### config.mk
export PLATFORM = sky130hd
export DESIGN_NAME = fpm_arbiter
export DESIGN_NICKNAME = d
export VERILOG_FILES = /design/src/rtl/fpm_arbiter.sv
export SDC_FILE = /design/constraint.sdc
export NUM_CORES = 1
export LEC_CHECK = 0
export CAP_MARGIN = 10
export CORE_AREA = 3 3 163 165
export CTS_CLUSTER_SIZE = 24
export DETAILED_ROUTE_END_ITERATION = 8
export DIE_AREA = 0 0 166 168
export SLEW_MARGIN = 5
export SYNTH_ARGS = -nofsm -noshare
export SYNTH_HDL_FRONTEND = slang
export SYNTH_SLANG_ARGS = --single-unit
### constraint.sdc
create_clock -name clk -period 2.65 [get_ports clk]
set_clock_uncertainty 0.15 [all_clocks]
set_input_delay 0.6625 -clock clk [delete_from_list [all_inputs] [get_ports clk]]
set_output_delay 0.6625 -clock clk [all_outputs]
set_load 0.03 [all_outputs]
### src/rtl/fpm_arbiter.sv
// -----------------------------------------------------------------------------
// fpm_arbiter
//
// Round-robin arbiter and sequencer sharing one floating-point multiplier among
// NREQ requesters. One operation may issue per cycle. The winning requester's
// operands are registered onto fp_X/fp_Y/r_mode. A tag carrying the requester
// id travels down a LAT+1 stage delay line that matches the multiplier latency.
// When the tag reaches the end, the multiplier result and flags are registered
// and returned to that requester with a one-cycle strobe.
//
// Handshake: a request is taken in any cycle where req_valid[i] && req_ready[i].
// req_ready is one-hot (or zero) and may depend on req_valid. Requesters hold
// req_valid and operands until taken. Responses have no backpressure.
//
// Optional feature (macro FPM_ARB_STATS_EN):
//   Adds per-requester saturating 16-bit grant counters.
//   stat_sel selects a counter; stat_sel_cnt shows it one cycle later.
//
// Parameters:
//   NREQ  number of requesters (2..8)
//   LAT   multiplier latency in cycles (0 = combinational)
//
// Ports:
//   clk, rst            clock, synchronous active-high reset
//   en                  grant enable (low: no new grants, in-flight ops drain)
//   req_valid/ready     per-requester request / one-hot grant
//   req_X, req_Y        packed operands, requester i at [32i+31:32i]
//   req_rmode           packed rounding modes, requester i at [3i+2:3i]
//   fp_X, fp_Y, r_mode  registered multiplier operands
//   fp_Z, ovrf, udrf    multiplier result and flags
//   rsp_valid           one-hot single-cycle response strobe
//   rsp_Z, rsp_ovrf,
//   rsp_udrf            registered result and flags for the strobed requester
//   busy                high while any tag is in the delay line
//   stat_sel,
//   stat_sel_cnt        (FPM_ARB_STATS_EN only) counter select / value
// -----------------------------------------------------------------------------
module fpm_arbiter #(
    parameter int NREQ = 4,
    parameter int LAT  = 2
) (
    input  logic                    clk,
    input  logic                    rst,
    input  logic                    en,
`ifdef FPM_ARB_STATS_EN
    input  logic [$clog2(NREQ)-1:0] stat_sel,
    output logic [15:0]             stat_sel_cnt,
`endif
    input  logic [NREQ-1:0]         req_valid,
    output logic [NREQ-1:0]         req_ready,
    input  logic [NREQ*32-1:0]      req_X,
    input  logic [NREQ*32-1:0]      req_Y,
    input  logic [NREQ*3-1:0]       req_rmode,
    output logic [31:0]             fp_X,
    output logic [31:0]             fp_Y,
    output logic [2:0]              r_mode,
    input  logic [31:0]             fp_Z,
    input  logic                    ovrf,
    input  logic                    udrf,
    output logic [NREQ-1:0]         rsp_valid,
    output logic [31:0]             rsp_Z,
    output logic                    rsp_ovrf,
    output logic                    rsp_udrf,
    output logic                    busy
);

    localparam int PW = $clog2(NREQ);

    // Round-robin pointer: id of the most recently granted requester.
    logic [PW-1:0]   r_last;

    // Issue stage registers.
    logic [31:0]     r_fp_x;
    logic [31:0]     r_fp_y;
    logic [2:0]      r_rmode;

    // Tag delay line: stage 0 is loaded on the handshake edge, so stage LAT
    // is valid exactly in the cycle whose closing edge samples fp_Z.
    logic [LAT:0]    r_tag_v;
    logic [PW-1:0]   r_tag_id [LAT+1];

    // Response registers.
    logic [NREQ-1:0] r_rsp_valid;
    logic [31:0]     r_rsp_z;
    logic            r_rsp_ovrf;
    logic            r_rsp_udrf;

    // Grant search.
    logic            w_found;
    logic [PW-1:0]   w_gnt_id;
    logic [PW-1:0]   w_cand;
    int              w_idx;
    logic            w_hs;

    // Scan requesters starting just after the last winner, wrapping modulo
    // NREQ; the first active one wins.
    always_comb begin
        w_found  = 1'b0;
        w_gnt_id = '0;
        w_cand   = '0;
        w_idx    = 0;
        for (int k = 1; k <= NREQ; k++) begin
            w_idx  = (int'(r_last) + k) % NREQ;
            w_cand = PW'(w_idx);
            if (!w_found && req_valid[w_cand]) begin
                w_found  = 1'b1;
                w_gnt_id = w_cand;
            end
        end
    end

    assign w_hs      = w_found & en & ~rst;
    assign req_ready = w_hs ? (NREQ'(1) << w_gnt_id) : '0;

    always_ff @(posedge clk) begin
        if (rst) begin
            r_last      <= PW'(NREQ - 1);
            r_fp_x      <= '0;
            r_fp_y      <= '0;
            r_rmode     <= '0;
            r_tag_v     <= '0;
            for (int s = 0; s <= LAT; s++) begin
                r_tag_id[s] <= '0;
            end
            r_rsp_valid <= '0;
            r_rsp_z     <= '0;
            r_rsp_ovrf  <= 1'b0;
            r_rsp_udrf  <= 1'b0;
        end else begin
            if (w_hs) begin
                r_last  <= w_gnt_id;
                r_fp_x  <= req_X[32*w_gnt_id +: 32];
                r_fp_y  <= req_Y[32*w_gnt_id +: 32];
                r_rmode <= req_rmode[3*w_gnt_id +: 3];
            end

            // An idle cycle pushes an invalid tag; the id is don't-care then.
            r_tag_v[0]  <= w_hs;
            r_tag_id[0] <= w_gnt_id;
            for (int s = 1; s <= LAT; s++) begin
                r_tag_v[s]  <= r_tag_v[s-1];
                r_tag_id[s] <= r_tag_id[s-1];
            end

            // Result data holds between responses; only the strobe clears.
            if (r_tag_v[LAT]) begin
                r_rsp_valid <= NREQ'(1) << r_tag_id[LAT];
                r_rsp_z     <= fp_Z;
                r_rsp_ovrf  <= ovrf;
                r_rsp_udrf  <= udrf;
            end else begin
                r_rsp_valid <= '0;
            end
        end
    end

    assign fp_X      = r_fp_x;
    assign fp_Y      = r_fp_y;
    assign r_mode    = r_rmode;
    assign rsp_valid = r_rsp_valid;
    assign rsp_Z     = r_rsp_z;
    assign rsp_ovrf  = r_rsp_ovrf;
    assign rsp_udrf  = r_rsp_udrf;
    assign busy      = |r_tag_v;

`ifdef FPM_ARB_STATS_EN
    logic [15:0] r_cnt [NREQ];
    logic [15:0] r_stat_cnt;

    always_ff @(posedge clk) begin
        if (rst) begin
            for (int i = 0; i < NREQ; i++) begin
                r_cnt[i] <= '0;
            end
            r_stat_cnt <= '0;
        end else begin
            // Counters stick at 0xFFFF instead of wrapping.
            if (w_hs && (r_cnt[w_gnt_id] != 16'hFFFF)) begin
                r_cnt[w_gnt_id] <= r_cnt[w_gnt_id] + 16'd1;
            end
            // Selects beyond NREQ-1 (non power-of-two NREQ) read as zero.
            r_stat_cnt <= (int'(stat_sel) < NREQ) ? r_cnt[stat_sel] : 16'd0;
        end
    end

    assign stat_sel_cnt = r_stat_cnt;
`endif

endmodule

==> results.md <==
- R2R Setup Slk: 0.35 ns
- Crit-path max FO: 4
- Worst r2r dst: fp_X[19]$_SDFFE_PP0P_
- Final Slew Violations: 0
- Vias per inst: 4.83
- Seq/Total Area, Yosys: 0.348
- Clock root cell: clkbuf_16
- Hold EP: r_tag_id[0][4]$_SDFF_PP0_
- Max_cap viols: 0
- Critical path's slowest cell: and3_4
- Area Growth Syn to Fin: 83.3%
- Post-route setup TNS: 0 ns
- Yosys cell types: 35
- Synth warnings: 0
- Crit-path cells: buf_2, buf_4, nor2b_2, o21ai_4, and3_4, and2_4, buf_6
- Ant. Diodes: 0
- Clk buf depth: 2
- Overflow after GRT: 0
- Vias in the first global route: 7406
- Final Hold Viols: 0
- Commonest non-fill, non-tap cell in the layout: clkdlybuf4s50_1
- Final instance area: 0.0122 mm2
- Setup Viol. Count Final: 0
- Final Non-Filler Cells: 1546
- Yosys reg bits: 116
- Setup ws final: 0.0288 ns
- Placed Cells: 1510
- Delay-heaviest family, CP: simple AND/OR/NAND/NOR gates
- Worst hold slack: 0.292 ns
- RSZ-0062 raised after global routing: yes
- Worst Hold Depth: 1
- Critical R2R Launch: r_last[0]$_SDFFE_PP1P_
- Worst skew pair latency: 0.41 ns
- TritonCTS buffer count: 17
- Grt met3 use: 0.0599
- Syn_nets: 1087
- Slew margin rel.: 0.598
- Max VDD drop: 339 uV
- Worst-path clk slew: 0.06 ns
- Area contributors post-synth: dfxtp_1, mux2i_1, and4_1
- Die area: 0.0279 mm2
- Worst R2R Path Depth: 8
- Worst setup SP type: primary input
- ANT nets after route: 0
- Busiest grt layer: met2
- Share of layout cells above drive strength 1: 0.132
- First-pass GRT wire length: 42.8 mm
- Die W: 166 um
- Clk sinks: 116
- Core area: 0.0252 mm2
- Fin crit period: 2.62 ns
- Mean Syn Cell Area: 8.57 um2
- Post-DP Area: 0.0115 mm2
- Crit path kind: in -> out
- Min-delay worst type: reg -> reg
- Most frequent cells in the layout: clkdlybuf4s50_1, dfxtp_1, mux2i_1
- HP Start: r_tag_id[0][2]$_SDFF_PP0_
- Top cell type's share of synthesized area: 0.348
- Met2 Usage GRT: 0.335
- WP data arrival: 1.81 ns
- DR DRC count: 0
- Post-synthesis cell count: 778
- Met1 Use GR: 0.233
- Fmax: 0.382 GHz
- Worst Path Buf+Inv: 3
- Util after Layout: 0.485
- Detailed Route Iter0 Violations: 434
- Antenna violations before repair: 0
- Period utilisation layout: 0.989
- WP data required: 1.84 ns
- Layout Nets: 1512
- Post-DP HPWL: 21.6 mm
- Die Span Y: 168 um
- Routed WL per cell: 18.6 um
- Largest area contributor in the netlist: dfxtp_1
- # rows: 58
- PortBufs: 418
- Final Total Pwr: 6.37 mW
- DP Worst Slack: -0.398 ns
- Initial cell density of the core: 0.265
- Largest net degree at the start of global routing: 53
- Crit. End Element: output pin
- Gpl congestion: 0.848
- Total track usage: 0.194
- Synthesized cell area: 0.00667 mm2
- Status: finished, final reports clean
- Htree depth: 4
- Vias post-DR: 7472
- Num ports: 419
- Hold_buf cts: 0
- Worst-margin pin slew: 0.603 ns
- PwrDens: 521 mW/mm2
- Crit path largest cell delay: 0.23 ns
- 1st-pass router iterations: 4
- Static Leakage: 4.95 nW
- Detailed Route WL: 28.7 mm
- CTS tree: built
[flip-flops by register name, summed over array words and instances (netlist names)]
| name | flops |
|---|---|
| fp_X | 32 |
| fp_Y | 32 |
| r_last | 2 |
| r_mode | 3 |
| r_tag_id | 6 |
| r_tag_v | 3 |
| rsp_Z | 32 |
| rsp_ovrf | 1 |
| rsp_udrf | 1 |
| rsp_valid | 4 |
[per-layer routing]
metal | wire length (um) | part of all wire
met5 | 0 | 0
met2 | 13800 | 0.48
met1 | 11900 | 0.42
met4 | 680 | 0.024
met3 | 2310 | 0.080
[cell families (layout without fill, tap and decap cells)]
family	count (synthesis)	in the layout	share of synthesized area
flip-flops	116	116	0.348
AND/OR/NAND/NOR	203	203	0.177
AO/OA/AOI/OAI	210	210	0.220
buffers and inverters	148	586	0.104
multiplexers	101	101	0.152
[Yosys cell counts (all sizes together)]
cell type and number:
a21o 1, a21oi 1, a31oi 68, and2 1
and2b 2, and3 1, and4 67, and4b 1
buf 41, clkbuf 40, dfxtp 116, inv 67
mux2i 101, nand2 69, nand2b 4, nand3 1
nor2 44, nor2b 7, nor3b 1, nor4b 1
nor4bb 2, o211ai 67, o21a 1, o21ai 70
o22ai 1, o41ai 1, or2 1, or3 1
[cell type report]
| type | count | area (um2) |
|---|---|---|
| clock buffer | 17 | 425 |
| clock inverter | 15 | 183 |
| fill | 2380 | 13000 |
| inverter | 67 | 251 |
| multi-input combinational | 514 | 3760 |
| sequential | 116 | 2330 |
| tap | 330 | 413 |
| timing repair buffer | 487 | 4860 |
[worst register-to-register path: stages, from the launching register on]
cell and delay [ns]:
dfxtp_2 0.36, and2b_2 0.27, o21ai_4 0.20, and3_4 0.23
buf_4 0.10, buf_4 0.26, buf_12 0.23, mux2i_1 0.29
o211ai_2 0.10
[worst max-delay path by stage]
stage | startpoint | endpoint | cells past startpoint
3_5_place_dp | req_valid[3] | req_ready[3] | 7
2_1_floorplan | req_valid[1] | req_ready[3] | 7
4_1_cts | req_valid[2] | req_ready[3] | 6
5_1_grt | r_last[0]$_SDFFE_PP1P_ | req_ready[3] | 6
6_report | req_valid[1] | req_ready[0] | 7
3_3_place_gp | req_valid[1] | fp_Y[16]$_SDFFE_PP0P_ | 9
[power breakdown]
| part | internal, mW | switching (mW) |
|---|---|---|
| combinational | 1.05 | 0.927 |
| sequential | 1.88 | 0.0784 |
| clock | 1.43 | 0.994 |
| total | 4.37 | 2.00 |
[timing repair]
action / in CTS / in global routing
setup endpoints to repair: 4 / 4
cloned: 0 / 0
buffers inserted: 1 / 3
pin swaps: 3 / 7
resized for setup: 24 / 11
Power figures use the tool's default switching activity.
